File: src/rtl/sha3_pkg.sv
// ----------------------------------------------------------------------------
// sha3_pkg
// Shared types and constants for the sha3 message packer and its bench.
//   state_t       : packer FSM states (COLLECT, EMIT, EMIT_LAST)
//   byte_num_t    : valid-byte count reported with the final word (0..3)
//   byte_cnt_t    : byte collection counter (0..4)
//   BYTES_PER_WORD: bytes packed per keccak input word
// ----------------------------------------------------------------------------
package sha3_pkg;

    localparam int BYTES_PER_WORD = 4;

    typedef logic [1:0] byte_num_t;
    typedef logic [2:0] byte_cnt_t;

    localparam byte_cnt_t FULL_CNT = byte_cnt_t'(BYTES_PER_WORD);

    typedef enum logic [1:0] {
        COLLECT   = 2'd0,
        EMIT      = 2'd1,
        EMIT_LAST = 2'd2
    } state_t;

endpackage

File: src/rtl/sha3_msg_packer_if.sv
// ----------------------------------------------------------------------------
// sha3_msg_packer_if
// Bundles the byte-stream side and the keccak word side of the packer.
//   s_data/s_valid/s_last/s_ready : byte stream with end-of-message marker
//   empty_req                     : request a zero-length message
//   in/in_ready/byte_num/is_last  : word towards keccak
//   buffer_full                   : keccak back-pressure
// Modports:
//   slave  : the packer
//   master : the environment (byte source plus keccak core)
// ----------------------------------------------------------------------------
interface sha3_msg_packer_if #(
    parameter int WORD_W = 32
);
    import sha3_pkg::*;

    logic [7:0]        s_data;
    logic              s_valid;
    logic              s_last;
    logic              s_ready;
    logic              empty_req;
    logic [WORD_W-1:0] in;
    logic              in_ready;
    byte_num_t         byte_num;
    logic              is_last;
    logic              buffer_full;

    modport slave (
        input  s_data, s_valid, s_last, empty_req, buffer_full,
        output s_ready, in, in_ready, byte_num, is_last
    );

    modport master (
        output s_data, s_valid, s_last, empty_req, buffer_full,
        input  s_ready, in, in_ready, byte_num, is_last
    );

endinterface

File: src/rtl/sha3_byte_shifter.sv
// ----------------------------------------------------------------------------
// sha3_byte_shifter
// Holds the byte shift register and the 0..4 byte counter. Presents, for the
// byte currently offered, the count and the zero-padded word that would result
// if that byte were accepted, so the FSM can load it in the same cycle.
// Ports:
//   clock, reset  : clock, asynchronous active-high reset
//   i_shift       : shift i_data in this cycle
//   i_data        : byte to shift in
//   i_clear       : clear register and counter (word consumed)
//   o_count       : bytes currently held
//   o_next_count  : count after accepting i_data
//   o_next_word   : word after accepting i_data, first byte in [31:24],
//                   unused low bytes zero
// ----------------------------------------------------------------------------
module sha3_byte_shifter
    import sha3_pkg::*;
(
    input  logic        clock,
    input  logic        reset,
    input  logic        i_shift,
    input  logic [7:0]  i_data,
    input  logic        i_clear,
    output byte_cnt_t   o_count,
    output byte_cnt_t   o_next_count,
    output logic [31:0] o_next_word
);

    logic [31:0] r_sr;
    byte_cnt_t   r_count;
    logic [31:0] w_sr_next;
    byte_cnt_t   w_next_count;
    logic [31:0] w_padded;

    // Bytes enter at the low end; left-justifying by the count puts the first
    // byte of the message in [31:24] and drops anything older.
    assign w_sr_next    = {r_sr[23:0], i_data};
    assign w_next_count = r_count + byte_cnt_t'(1);

    always_comb begin
        w_padded = w_sr_next;
        case (w_next_count)
            3'd1:    w_padded = {w_sr_next[7:0], 24'd0};
            3'd2:    w_padded = {w_sr_next[15:0], 16'd0};
            3'd3:    w_padded = {w_sr_next[23:0], 8'd0};
            default: w_padded = w_sr_next;
        endcase
    end

    always_ff @(posedge clock or posedge reset) begin
        if (reset) begin
            r_sr    <= '0;
            r_count <= '0;
        end else if (i_clear) begin
            r_sr    <= '0;
            r_count <= '0;
        end else if (i_shift) begin
            r_sr    <= w_sr_next;
            r_count <= w_next_count;
        end
    end

    assign o_count      = r_count;
    assign o_next_count = w_next_count;
    assign o_next_word  = w_padded;

endmodule

File: src/rtl/sha3_msg_packer.sv
// ----------------------------------------------------------------------------
// sha3_msg_packer
// Packs a byte stream into 32-bit words for the keccak core and generates the
// end-of-message encoding (is_last/byte_num), including the extra empty final
// word when the message length is a multiple of 4. One word is in flight at a
// time; no byte is accepted while a word is pending.
// Ports:
//   clock, reset : clock, asynchronous active-high reset
//   bus          : sha3_msg_packer_if.slave (byte stream + keccak word side)
//   msg_count    : messages fully handed to keccak, wraps modulo 2^CNT_W
// ----------------------------------------------------------------------------
module sha3_msg_packer
    import sha3_pkg::*;
#(
    parameter int WORD_W = 32,
    parameter int CNT_W  = 16
) (
    input  logic              clock,
    input  logic              reset,
    sha3_msg_packer_if.slave  bus,
    output logic [CNT_W-1:0]  msg_count
);

    state_t            r_state;
    logic [WORD_W-1:0] r_in;
    logic              r_in_ready;
    byte_num_t         r_byte_num;
    logic              r_is_last;
    logic              r_s_ready;
    logic              r_pending_empty;
    logic [CNT_W-1:0]  r_msg_count;

    logic              w_accept;
    logic              w_consume;
    byte_cnt_t         w_count;
    byte_cnt_t         w_next_count;
    logic [31:0]       w_word;

    assign w_accept  = bus.s_valid && r_s_ready;
    assign w_consume = r_in_ready && !bus.buffer_full;

    sha3_byte_shifter u_shifter (
        .clock        (clock),
        .reset        (reset),
        .i_shift      (w_accept),
        .i_data       (bus.s_data),
        .i_clear      (w_consume),
        .o_count      (w_count),
        .o_next_count (w_next_count),
        .o_next_word  (w_word)
    );

    always_ff @(posedge clock or posedge reset) begin
        if (reset) begin
            r_state         <= COLLECT;
            r_in            <= '0;
            r_in_ready      <= 1'b0;
            r_byte_num      <= '0;
            r_is_last       <= 1'b0;
            r_s_ready       <= 1'b1;
            r_pending_empty <= 1'b0;
            r_msg_count     <= '0;
        end else begin
            case (r_state)
                COLLECT: begin
                    if (w_accept) begin
                        if (bus.s_last) begin
                            r_in       <= w_word;
                            r_in_ready <= 1'b1;
                            r_s_ready  <= 1'b0;
                            if (w_next_count == FULL_CNT) begin
                                // Full last word: keccak still needs an empty
                                // final word to mark the end of the message.
                                r_is_last       <= 1'b0;
                                r_byte_num      <= '0;
                                r_pending_empty <= 1'b1;
                                r_state         <= EMIT;
                            end else begin
                                r_is_last  <= 1'b1;
                                r_byte_num <= w_next_count[1:0];
                                r_state    <= EMIT_LAST;
                            end
                        end else if (w_next_count == FULL_CNT) begin
                            r_in       <= w_word;
                            r_in_ready <= 1'b1;
                            r_s_ready  <= 1'b0;
                            r_is_last  <= 1'b0;
                            r_byte_num <= '0;
                            r_state    <= EMIT;
                        end
                    end else if (bus.empty_req && w_count == '0) begin
                        r_in       <= '0;
                        r_in_ready <= 1'b1;
                        r_s_ready  <= 1'b0;
                        r_is_last  <= 1'b1;
                        r_byte_num <= '0;
                        r_state    <= EMIT_LAST;
                    end
                end

                EMIT: begin
                    if (w_consume) begin
                        if (r_pending_empty) begin
                            r_in            <= '0;
                            r_is_last       <= 1'b1;
                            r_byte_num      <= '0;
                            r_pending_empty <= 1'b0;
                            r_state         <= EMIT_LAST;
                        end else begin
                            r_in_ready <= 1'b0;
                            r_s_ready  <= 1'b1;
                            r_state    <= COLLECT;
                        end
                    end
                end

                EMIT_LAST: begin
                    if (w_consume) begin
                        r_msg_count <= r_msg_count + CNT_W'(1);
                        r_in_ready  <= 1'b0;
                        r_is_last   <= 1'b0;
                        r_byte_num  <= '0;
                        r_s_ready   <= 1'b1;
                        r_state     <= COLLECT;
                    end
                end

                default: begin
                    r_state         <= COLLECT;
                    r_in_ready      <= 1'b0;
                    r_is_last       <= 1'b0;
                    r_byte_num      <= '0;
                    r_s_ready       <= 1'b1;
                    r_pending_empty <= 1'b0;
                end
            endcase
        end
    end

    assign bus.in       = r_in;
    assign bus.in_ready = r_in_ready;
    assign bus.byte_num = r_byte_num;
    assign bus.is_last  = r_is_last;
    assign bus.s_ready  = r_s_ready;
    assign msg_count    = r_msg_count;

endmodule

File: src/flat_wrapper.sv
// flat-port wrapper written by rule: the top's interface ports become plain ports
module sha3_msg_packer_flat import sha3_pkg::*;
#(
    parameter int WORD_W = 32,
    parameter int CNT_W  = 16
)
  (clock, reset, msg_count, bus_s_data, bus_s_valid, bus_s_last, bus_empty_req, bus_buffer_full, bus_s_ready, bus_in, bus_in_ready, bus_byte_num, bus_is_last);
  sha3_msg_packer_if #(.WORD_W(WORD_W)) bus_i ();
  input  logic clock;
  input  logic reset;
  output logic [CNT_W-1:0] msg_count;
  input wire logic [$bits(bus_i.s_data)-1:0] bus_s_data;
  input wire logic [$bits(bus_i.s_valid)-1:0] bus_s_valid;
  input wire logic [$bits(bus_i.s_last)-1:0] bus_s_last;
  input wire logic [$bits(bus_i.empty_req)-1:0] bus_empty_req;
  input wire logic [$bits(bus_i.buffer_full)-1:0] bus_buffer_full;
  output wire logic [$bits(bus_i.s_ready)-1:0] bus_s_ready;
  output wire logic [$bits(bus_i.in)-1:0] bus_in;
  output wire logic [$bits(bus_i.in_ready)-1:0] bus_in_ready;
  output wire logic [$bits(bus_i.byte_num)-1:0] bus_byte_num;
  output wire logic [$bits(bus_i.is_last)-1:0] bus_is_last;
  assign bus_i.s_data = bus_s_data;
  assign bus_i.s_valid = bus_s_valid;
  assign bus_i.s_last = bus_s_last;
  assign bus_i.empty_req = bus_empty_req;
  assign bus_i.buffer_full = bus_buffer_full;
  assign bus_s_ready = bus_i.s_ready;
  assign bus_in = bus_i.in;
  assign bus_in_ready = bus_i.in_ready;
  assign bus_byte_num = bus_i.byte_num;
  assign bus_is_last = bus_i.is_last;
  sha3_msg_packer #(.WORD_W(WORD_W), .CNT_W(CNT_W)) u_core (.clock(clock), .reset(reset), .bus(bus_i), .msg_count(msg_count));
endmodule
File: config.mk
export PLATFORM = sky130hd
export DESIGN_NAME = sha3_msg_packer_flat
export DESIGN_NICKNAME = d
export VERILOG_FILES = /design/src/rtl/sha3_pkg.sv /design/src/rtl/sha3_msg_packer_if.sv /design/src/rtl/sha3_byte_shifter.sv /design/src/rtl/sha3_msg_packer.sv /design/src/flat_wrapper.sv
export SDC_FILE = /design/constraint.sdc
export NUM_CORES = 1
export LEC_CHECK = 0
export BUFFER_PORTS_ARGS = -buffer_cell sky130_fd_sc_hd__buf_2
export CAP_MARGIN = 25
export CORE_ASPECT_RATIO = 1.25
export CORE_MARGIN = 5
export CORE_UTILIZATION = 45
export CTS_CLUSTER_DIAMETER = 50
export DETAILED_ROUTE_END_ITERATION = 8
export HOLD_SLACK_MARGIN = 0.15
export PLACE_DENSITY = 0.74
export SETUP_SLACK_MARGIN = 0.3
export SLEW_MARGIN = 15
export SYNTH_ARGS = -nofsm -noshare
export SYNTH_HDL_FRONTEND = slang
export SYNTH_SLANG_ARGS = --single-unit
File: constraint.sdc
create_clock -name clock -period 3.5 [get_ports clock]
set_input_delay 0.525 -clock clock [delete_from_list [all_inputs] [get_ports clock]]
set_output_delay 0.525 -clock clock [all_outputs]
set_load 0.01 [all_outputs]
==> results of run 1 <==
-- cells by family (layout without fill, tap and decap cells) --
group / after synthesis / count (layout) / synth area share, %
AOI/OAI and AO/OA: 108 / 108 / 22.7
xor gates and xnor gates: 16 / 16 / 3.84
adders and majority gates: 6 / 6 / 1.95
buffers and inverters: 35 / 96 / 4.19
DFF: 83 / 83 / 54.0
muxes: 1 / 1 / 0.293
and+or+nand+nor: 100 / 100 / 13.0
-- cells in the final DEF (no fill, tap or decap), types with 2 or more instances in the layout --
| cell type | Yosys | layout |
|---|---|---|
| clkbuf_8 | 0 | 11 |
| a21oi_1 | 27 | 27 |
| buf_4 | 2 | 9 |
| ha_1 | 6 | 6 |
| nor2_1 | 13 | 13 |
| dfrtp_1 | 82 | 82 |
| and3_1 | 2 | 2 |
| nand3_1 | 5 | 5 |
| a221oi_1 | 8 | 8 |
| a31o_2 | 3 | 3 |
| clkinvlp_4 | 0 | 2 |
| nand2_1 | 59 | 59 |
| xor2_1 | 3 | 3 |
| xnor2_1 | 12 | 12 |
| nor2b_1 | 3 | 2 |
| buf_2 | 6 | 66 |
| a22oi_1 | 8 | 8 |
| o2bb2ai_1 | 24 | 24 |
| clkinv_2 | 0 | 2 |
| and2_1 | 5 | 5 |
| a22o_1 | 8 | 8 |
| nor4bb_4 | 2 | 2 |
| o21ai_0 | 3 | 3 |
| a32o_1 | 8 | 8 |
| and4_1 | 4 | 4 |
| inv_1 | 6 | 5 |
| a31oi_1 | 2 | 2 |
| a222oi_1 | 8 | 8 |
-- flip-flops by register name, summed over array words and instances, names as in the netlist --
signal,count
u_core.r_pending_empty,1
u_core.bus.in,32
u_core.msg_count,16
u_core.bus.s_ready,1
u_core.bus.is_last,1
u_core.r_state,2
u_core.bus.in_ready,1
u_core.u_shifter.o_count,3
u_core.u_shifter.r_sr,24
u_core.bus.byte_num,2
-- through the flow --
step	cells	utilization, %	total power [mW]
after floorplan	349	-	1.00
after global placement	492	51.1	1.03
after detailed placement	492	51.1	1.03
after CTS	507	53.5	1.73
after global routing	507	53.5	1.78
final	507	53.5	1.71
-- per-layer routing --
metal	part of all wire, %	global-route usage [%]	vias up
li1	-	-	1393
met1	43	24.3	1461
met2	48	28.5	88
met3	5.3	3.76	17
met4	2.9	8.11	0
met5	0	0	-
-- power by group --
group	internal [mW]	leakage (nW)	total (mW)	switching, mW
clock	0.364	0.0974	0.703	0.339
sequential	0.958	1.15	0.958	0
combinational	0.0149	0.843	0.0511	0.0362
total	1.34	2.09	1.71	0.376
-- synthesized netlist by cell type (3+ instances only) --
master	count	share of area (%)
and4_1	4	0.91
dfrtp_1	82	53
ha_1	6	2.0
xor2_1	3	0.68
buf_2	6	0.78
a21oi_1	27	3.5
nor2b_1	3	0.49
o21ai_0	3	0.39
nand2_1	59	5.8
inv_1	6	0.59
a32o_1	8	2.1
a222oi_1	8	2.1
a221oi_1	8	1.8
a31o_2	3	0.68
nor2_1	13	1.3
xnor2_1	12	2.7
clkbuf_1	18	1.8
a22o_1	8	1.8
o2bb2ai_1	24	5.5
and2_1	5	0.81
nand3_1	5	0.65
a22oi_1	8	1.6
-- path summary, 6_finish.rpt --
path                                                             end  slack, ns
worst max-delay path                    u_core.bus.in[4]$_DFFE_PP0P_       0.99
worst min-delay path                   u_core.bus.in[27]$_DFFE_PP0P_       0.22
worst min register to register      u_core.msg_count[15]$_DFFE_PP0P_       0.48
min in group clock              u_core.u_shifter.r_sr[7]$_DFFE_PP0P_       0.46
worst max register to register          u_core.bus.in[4]$_DFFE_PP0P_       0.99
max in group asynchronous             u_core.bus.s_ready$_DFFE_PP1P_       2.47
-- final cells by class --
class	instances	area (um^2)	area share, %
Tap cell	97	121	2.74
Clock buffer	11	151	3.42
Clock inverter	4	50.0	1.13
Multi-Input combinational cell	231	1610	36.3
Inverter	6	23.8	0.536
Sequential cell	83	2080	46.9
Timing Repair Buffer	75	398	8.98
==> results.yml, run 1 <==
synth:
  syn_area_mm2: 0.00385
  synth_ff_type: "dfrtp_1"
  synth_cells: 349
  synthArstFlopShare_pct: 100
  ys_types: 47
  synth_edf_count: 0
  synth.yosys.seq_area_share_pct: 54.0
  ys_seq_elements: 83
  syn_avg_cell_area_um2: 11.0
  synth_nets: 369
  ys_warn_count: 0
layout:
  layout-drive-gt1-share_pct: 25.9
  design_area_mm2: 0.00443
  fin_nets: 426
  nFillCells: 718
  diodes: 0
  syn_to_final_growth_pct: 15.2
critical_path:
  cp_num_cells: 6
  r2r_start: "u_core.u_shifter.o_count[0]$_DFFE_PP0P_"
  crit_type: "reg2reg"
  crit_path_max_fanout: 19
  endpoint_kind: "flop"
  critical_path_buf_inv_count: 2
  critPathLaunch: "u_core.u_shifter.o_count[0]$_DFFE_PP0P_"
  crit_slowest_cell: "nor2b_1"
  arrival_ns: 2.80
  critPathTopFamily: "compound AO/OA/AOI/OAI gates"
  cpPeakStageDelay_ns: 0.52
  start_kind: "flop"
  critPathRequiredTime_ns: 3.79
  cp_cell_sequence: "inv_1 -> ha_1 -> o31ai_2 -> buf_4 -> nor2b_1 -> a22o_1"
  r2r_cells: 6
job:
  drv_cap: 0
timing:
  timing.fmax_mhz: 398
  min_period_ns: 2.51
  fin_ws_ns: 0.986
  hold_viol: 0
  finalSetupViolations: 0
  rsz0062_at_grt: "false"
  slew_viol_final: 0
  worst_slew_pin_slew_ns: 0.618
  min_period_over_period_pct: 71.8
  clock_skew_ns: 0.00648
  holdWs_ns: 0.219
  relSlewSlack_pct: 58.8
  setup_tns_ns: 0
placed_design:
  pre_cts_ws_ns: 0.992
  place_area_mm2: 0.00423
  portBuffers: 66
  gp_congestion: 0.797
  dp_hpwl_um: 6150
floorplanning:
  die-height_um: 113
  ios: 67
  initial_utilization_pct: 46.4
  die_width_um: 92.7
  die-area_mm2: 0.0105
  rows: 37
  core-area_mm2: 0.00829
route:
  vias: 2959
  vias_per_cell: 5.84
  drt-pass1-iter-count: 5
  drt-initial-drc-count: 211
  drc: 0
  wl_per_cell_um: 18.0
  ant_nets: 0
  wl_um: 9100
global_route:
  grt_antenna_before_repair: 0
  grt_pass1_vias: 2990
  grt_usage_pct: 18.1
  grt_pass1_wl_um: 15300
  grt_max_degree: 37
  grt_overflow: 0
clock_network:
  ctsHtreeMaxLevel: 3
  cts_tree: "done"
  worstSkewPairLatency_ns: 0.35
  cts-resized-gates: 0
  postCtsSetupBuffers: 0
  path_clk_slew_ns: 0.08
  hold_buffers: 0
  cts_buffer_depth: 2
  numClockSinks: 83
  cts_root_buf: "clkbuf_8"
  cts_buffers: 9
status:
  status: "completed"
power_and_ir_drop:
  cellLeakagePower_nw: 2.09
  vdd.ir_drop.worst_mv: 0.219
  powerDensity_mw_per_mm2: 386
worst_hold_path:
  min_path_type: "in2async"
Note: power is estimated with default switching activity, not from simulation.
==> inputs of run 2 (changes only) <==
==> constraint.sdc (replaced) <==
create_clock -name clock -period 2.4 [get_ports clock]
set_input_delay 0.36 -clock clock [delete_from_list [all_inputs] [get_ports clock]]
set_output_delay 0.36 -clock clock [all_outputs]
set_load 0.01 [all_outputs]
==> results.yml, run 2 (synthesized netlist as in run 1, its figures left out) <==
layout:
  multi_input_area_mm2: 0.00167
  most-common-layout-cells: "81 x dfrtp_1, 66 x buf_2, 59 x nand2_1"
  largest_register_ffs: 32
  nFillCells: 715
  layout-drive-gt1-share_pct: 30.5
  fin_nets: 441
  final_common_cell: "dfrtp_1"
  seq_area_mm2: 0.00208
  syn_to_final_growth_pct: 22.3
  diodes: 0
  stdcell_count: 523
floorplanning:
  initial_utilization_pct: 46.4
  rows: 37
  core-area_mm2: 0.00829
  die-height_um: 113
  ios: 67
  die_width_um: 92.7
  die-area_mm2: 0.0105
placed_design:
  dp_hpwl_um: 6260
  portBuffers: 66
  dp.cells: 496
  pre_cts_ws_ns: 0.127
  gp_congestion: 0.835
timing:
  hold_viol: 0
  holdWs_ns: 0.294
  rsz0062_at_grt: "true"
  min_period_ns: 2.03
  timing.fmax_mhz: 492
  min_period_over_period_pct: 84.7
  setup_tns_ns: 0
  finalSetupViolations: 0
  relSlewSlack_pct: 65.8
  slew_viol_final: 0
  fin_ws_ns: 0.367
  worst_slew_pin_slew_ns: 0.513
  clock_skew_ns: 0.0116
critical_path:
  arrival_ns: 2.31
  crit_slowest_cell: "dfrtp_2"
  endpoint_kind: "flop"
  start_kind: "flop"
  crit_type: "reg2reg"
  crit_path_frequent_cell: "ha_4"
  critical_path_buf_inv_count: 2
  cp_cell_sequence: "ha_4 -> ha_4 -> nor4bb_4 -> a2111oi_4 -> a41oi_4 -> buf_12 -> buf_6 -> o2bb2ai_1"
  critPathTopFamily: "compound AO/OA/AOI/OAI gates"
  crit_path_max_fanout: 8
  cpPeakStageDelay_ns: 0.46
  critPathRequiredTime_ns: 2.68
route:
  drc: 0
  drt-pass1-iter-count: 6
  vias: 3102
  drt-initial-drc-count: 257
  wl_per_cell_um: 19.0
  vias_per_cell: 5.93
  ant_nets: 0
  wl_um: 9950
job:
  drv_cap: 0
global_route:
  grt_usage_pct: 18.2
  grt_max_degree: 84
  grt_overflow: 0
  grt_antenna_before_repair: 0
  grt_pass1_vias: 2965
  grt_pass1_wl_um: 15200
clock_network:
  ctsHtreeMaxLevel: 3
  cts_tree: "done"
  numClockSinks: 83
  cts_root_buf: "clkbuf_8"
  worstSkewPairLatency_ns: 0.35
  cts_buffer_depth: 2
  cts_buffers: 9
  path_clk_slew_ns: 0.09
power_and_ir_drop:
  vdd.ir_drop.worst_mv: 0.363
  powerDensity_mw_per_mm2: 534
  power_mw: 2.51
  cellLeakagePower_nw: 2.21
status:
  status: "completed"
worst_hold_path:
  min_path_type: "in2reg"
[run 2: layout make-up]
class	count	area share [%]
clock buffer	11	3.00
clock inverter	5	1.30
inverter	6	0.558
multi-input combinational	231	35.4
sequential	83	44.2
tap	97	2.58
timing repair buffer	90	12.9
[run 2: timing repair]
| item | CTS | global route |
|---|---|---|
| setup buffers | 0 | 5 |
| setup endpoints to repair | 25 | 31 |
| cloned | 0 | 5 |
| hold buffers | 1 | 0 |
| gates resized for setup | 5 | 10 |
| hold endpoints to repair | 72 | 0 |
| pin swaps | 0 | 4 |
[run 2: metrics by stage]
stage / area (um^2) / utilization [%]
floorplan: 3850 / -
global placement: 4300 / 51.9
detailed placement: 4300 / 51.9
CTS: 4520 / 54.6
global route: 4710 / 56.8
finish: 4710 / 56.8
[run 2: routing by layer]
layer	GRT usage [%]	share of wire (%)	wire, um	vias to the layer above
met5	0	0	0	-
met4	7.23	2.7	267	0
met3	4.29	7.4	738	19
met2	28.9	49	4900	155
met1	24.3	41	4050	1515
li1	-	-	-	1413
[run 2: path summary, 6_finish.rpt]
path / cells past startpoint / startpoint / to / slack [ns]
setup / recovery: 8 / u_core.u_shifter.o_count[0]$_DFFE_PP0P_ / u_core.bus.in[22]$_DFFE_PP0P_ / 0.37
hold reg to reg: 1 / u_core.msg_count[15]$_DFFE_PP0P_ / u_core.msg_count[15]$_DFFE_PP0P_ / 0.48
max in group asynchronous: 4 / reset / u_core.bus.s_ready$_DFFE_PP1P_ / 1.36
min in group asynchronous: 4 / reset / u_core.msg_count[9]$_DFFE_PP0P_ / 0.65
hold / removal: 3 / bus_s_data[5] / u_core.u_shifter.r_sr[5]$_DFFE_PP0P_ / 0.29
setup reg to reg: 8 / u_core.u_shifter.o_count[0]$_DFFE_PP0P_ / u_core.bus.in[22]$_DFFE_PP0P_ / 0.37
[run 2: power by group]
group	internal, mW	total [mW]	switching, mW
registers	1.40	1.40	0
logic	0.0247	0.0770	0.0523
clock network	0.514	1.04	0.523
total	1.94	2.51	0.576
[run 2: worst register-to-register path, delay by kind of cell (launching register included)]
family	cells	cell delay, ns
AO/OA/AOI/OAI	3	0.50
flip-flops	1	0.46
adder cells (fa/ha/maj)	2	0.36
AND/OR/NAND/NOR	1	0.33
buffers and inverters	2	0.32
==> inputs of run 3 (changes only) <==
--- a/config.mk
+++ b/config.mk
@@ -13,7 +13,7 @@
 export CTS_CLUSTER_DIAMETER = 50
 export DETAILED_ROUTE_END_ITERATION = 8
 export HOLD_SLACK_MARGIN = 0.15
-export PLACE_DENSITY = 0.74
+export PLACE_DENSITY = 0.77
 export SETUP_SLACK_MARGIN = 0.3
 export SLEW_MARGIN = 15
 export SYNTH_ARGS = -nofsm -noshare
==> constraint.sdc (replaced) <==
create_clock -name clock -period 1.7 [get_ports clock]
set_input_delay 0.255 -clock clock [delete_from_list [all_inputs] [get_ports clock]]
set_output_delay 0.255 -clock clock [all_outputs]
set_load 0.01 [all_outputs]
==> results.yml, run 3 (synthesized netlist as in run 1, its figures left out) <==
global_route:
  grt_overflow: 0
  grt_max_degree: 30
  grt_pass1_vias: 3440
  grt_pass1_wl_um: 17500
  grt_usage_pct: 21.0
  grt_antenna_before_repair: 0
clock_network:
  cts_buffers: 9
  cts_root_buf: "clkbuf_8"
  worstSkewPairLatency_ns: 0.37
  path_clk_slew_ns: 0.10
  ctsHtreeMaxLevel: 3
  cts_buffer_depth: 2
  numClockSinks: 83
  cts_tree: "done"
layout:
  final_common_cell: "dfrtp_1"
  diodes: 0
  largest_register_ffs: 32
  layout-drive-gt1-share_pct: 60.7
  most-common-layout-cells: "78 x dfrtp_1, 66 x buf_2, 46 x buf_4"
  syn_to_final_growth_pct: 57.4
  stdcell_count: 588
  fin_nets: 506
  design_area_mm2: 0.00606
route:
  drt-pass1-iter-count: 5
  drc: 0
  ant_nets: 0
  drt-initial-drc-count: 316
  wl_per_cell_um: 23.2
  vias_per_cell: 6.23
  wl_um: 13700
  vias: 3664
timing:
  min_period_ns: 2.04
  slew_viol_final: 0
  fin_ws_ns: -0.338
  worst_slew_pin_slew_ns: 0.623
  clock_skew_ns: 0.0167
  hold_viol: 0
  rsz0062_at_grt: "true"
  holdWs_ns: 0.181
  setup_tns_ns: -8.80
  timing.fmax_mhz: 491
  relSlewSlack_pct: 58.4
  finalSetupViolations: 36
  min_period_over_period_pct: 120
placed_design:
  place_area_mm2: 0.00460
  dp_hpwl_um: 6800
  gp_congestion: 0.873
  dp.cells: 524
  portBuffers: 66
critical_path:
  start_kind: "flop"
  cp_num_cells: 7
  endpoint_kind: "flop"
  timing.rr.end: "u_core.bus.in[20]$_DFFE_PP0P_"
  crit_end: "u_core.bus.in[20]$_DFFE_PP0P_"
  critPathTopFamily: "compound AO/OA/AOI/OAI gates"
  r2r_start: "u_core.u_shifter.o_count[0]$_DFFE_PP0P_"
  critPathLaunch: "u_core.u_shifter.o_count[0]$_DFFE_PP0P_"
  critical_path_buf_inv_count: 2
  crit_path_max_fanout: 5
  crit_slowest_cell: "a222oi_1"
  cp_cell_sequence: "ha_4 -> ha_4 -> o31ai_4 -> buf_6 -> a222oi_1 -> buf_4 -> o2bb2ai_2"
  crit_type: "reg2reg"
  critPathRequiredTime_ns: 1.96
  r2r_cells: 7
  crit_path_frequent_cell: "ha_4"
  cpPeakStageDelay_ns: 0.52
  r2r_slack_ns: -0.34
  arrival_ns: 2.30
job:
  drv_cap: 0
power_and_ir_drop:
  vdd.ir_drop.worst_mv: 0.473
  powerDensity_mw_per_mm2: 572
  cellLeakagePower_nw: 3.08
  power_mw: 3.47
floorplanning:
  die_width_um: 92.7
  core-area_mm2: 0.00829
  die-area_mm2: 0.0105
  rows: 37
  die-height_um: 113
  initial_utilization_pct: 46.4
  ios: 67
worst_hold_path:
  min_path_type: "in2reg"
status:
  violations: "negative setup slack"
  status: "finished with violations"
[run 3: cell count changes in the layout (fill, tap and decap cells not counted), sizes merged]
| cell | delta |
|---|---|
| clkbuf | +1 |
| clkinv | +2 |
| buf | +62 |
| clkinvlp | -2 |
| inv | +3 |
| bufinv | -1 |
[run 3: tightest hold or removal path, cell delays in order]
cell	delay, ns
buf_2	0.15
nand2_4	0.07
a21oi_2	0.04
[run 3: cell type report]
type / count / area, um^2
Fill cell: 506 / 2230
Tap cell: 97 / 121
Inverter: 6 / 26.3
Clock buffer: 9 / 124
Timing Repair Buffer: 155 / 1360
Multi-Input combinational cell: 231 / 2290
Sequential cell: 83 / 2080
Clock inverter: 7 / 56.3
[run 3: worst min path at each step]
stage | startpoint | endpoint | slack [ns] | cells past startpoint
detailed placement | reset | u_core.msg_count[13]$_DFFE_PP0P_ | 0.37 | 2
finish | bus_s_data[7] | u_core.u_shifter.r_sr[7]$_DFFE_PP0P_ | 0.18 | 3
floorplan | bus_s_data[0] | u_core.u_shifter.r_sr[0]$_DFFE_PP0P_ | 0.39 | 2
global route | bus_s_data[0] | u_core.u_shifter.r_sr[0]$_DFFE_PP0P_ | 0.18 | 3
global placement | reset | u_core.msg_count[13]$_DFFE_PP0P_ | 0.36 | 2
CTS | bus_s_data[7] | u_core.u_shifter.r_sr[7]$_DFFE_PP0P_ | 0.16 | 3
[run 3: per-stage QoR]
stage	worst slack [ns]	util, %
floorplan	-0.172	-
global placement	-0.273	55.5
detailed placement	-0.345	55.5
CTS	-0.284	61.9
global route	-0.382	73.1
finish	-0.338	73.1
[run 3: what timing repair did]
action	CTS	global route
endpoints found under the setup margin	59	77
hold endpoints to repair	21	0
setup buffers	14	24
gates cloned	4	5
hold buffers	1	0
pin swaps	13	49
resized for setup	35	142
[run 3: where the power goes]
| part | leakage [nW] | switching, mW | internal, mW | total (mW) |
|---|---|---|---|---|
| Clock | 0.0910 | 0.807 | 0.552 | 1.36 |
| Sequential | 1.14 | 0 | 1.97 | 1.97 |
| Combinational | 1.85 | 0.0905 | 0.0445 | 0.135 |
| Total | 3.08 | 0.898 | 2.57 | 3.47 |
[run 3: routing by layer]
metal	part of all wire [%]	up-vias	GRT usage, %
met5	0	-	0
met4	5.3	0	9.87
met3	6.2	54	3.56
met2	52	216	35.6
met1	37	1835	26.3
li1	-	1559	-
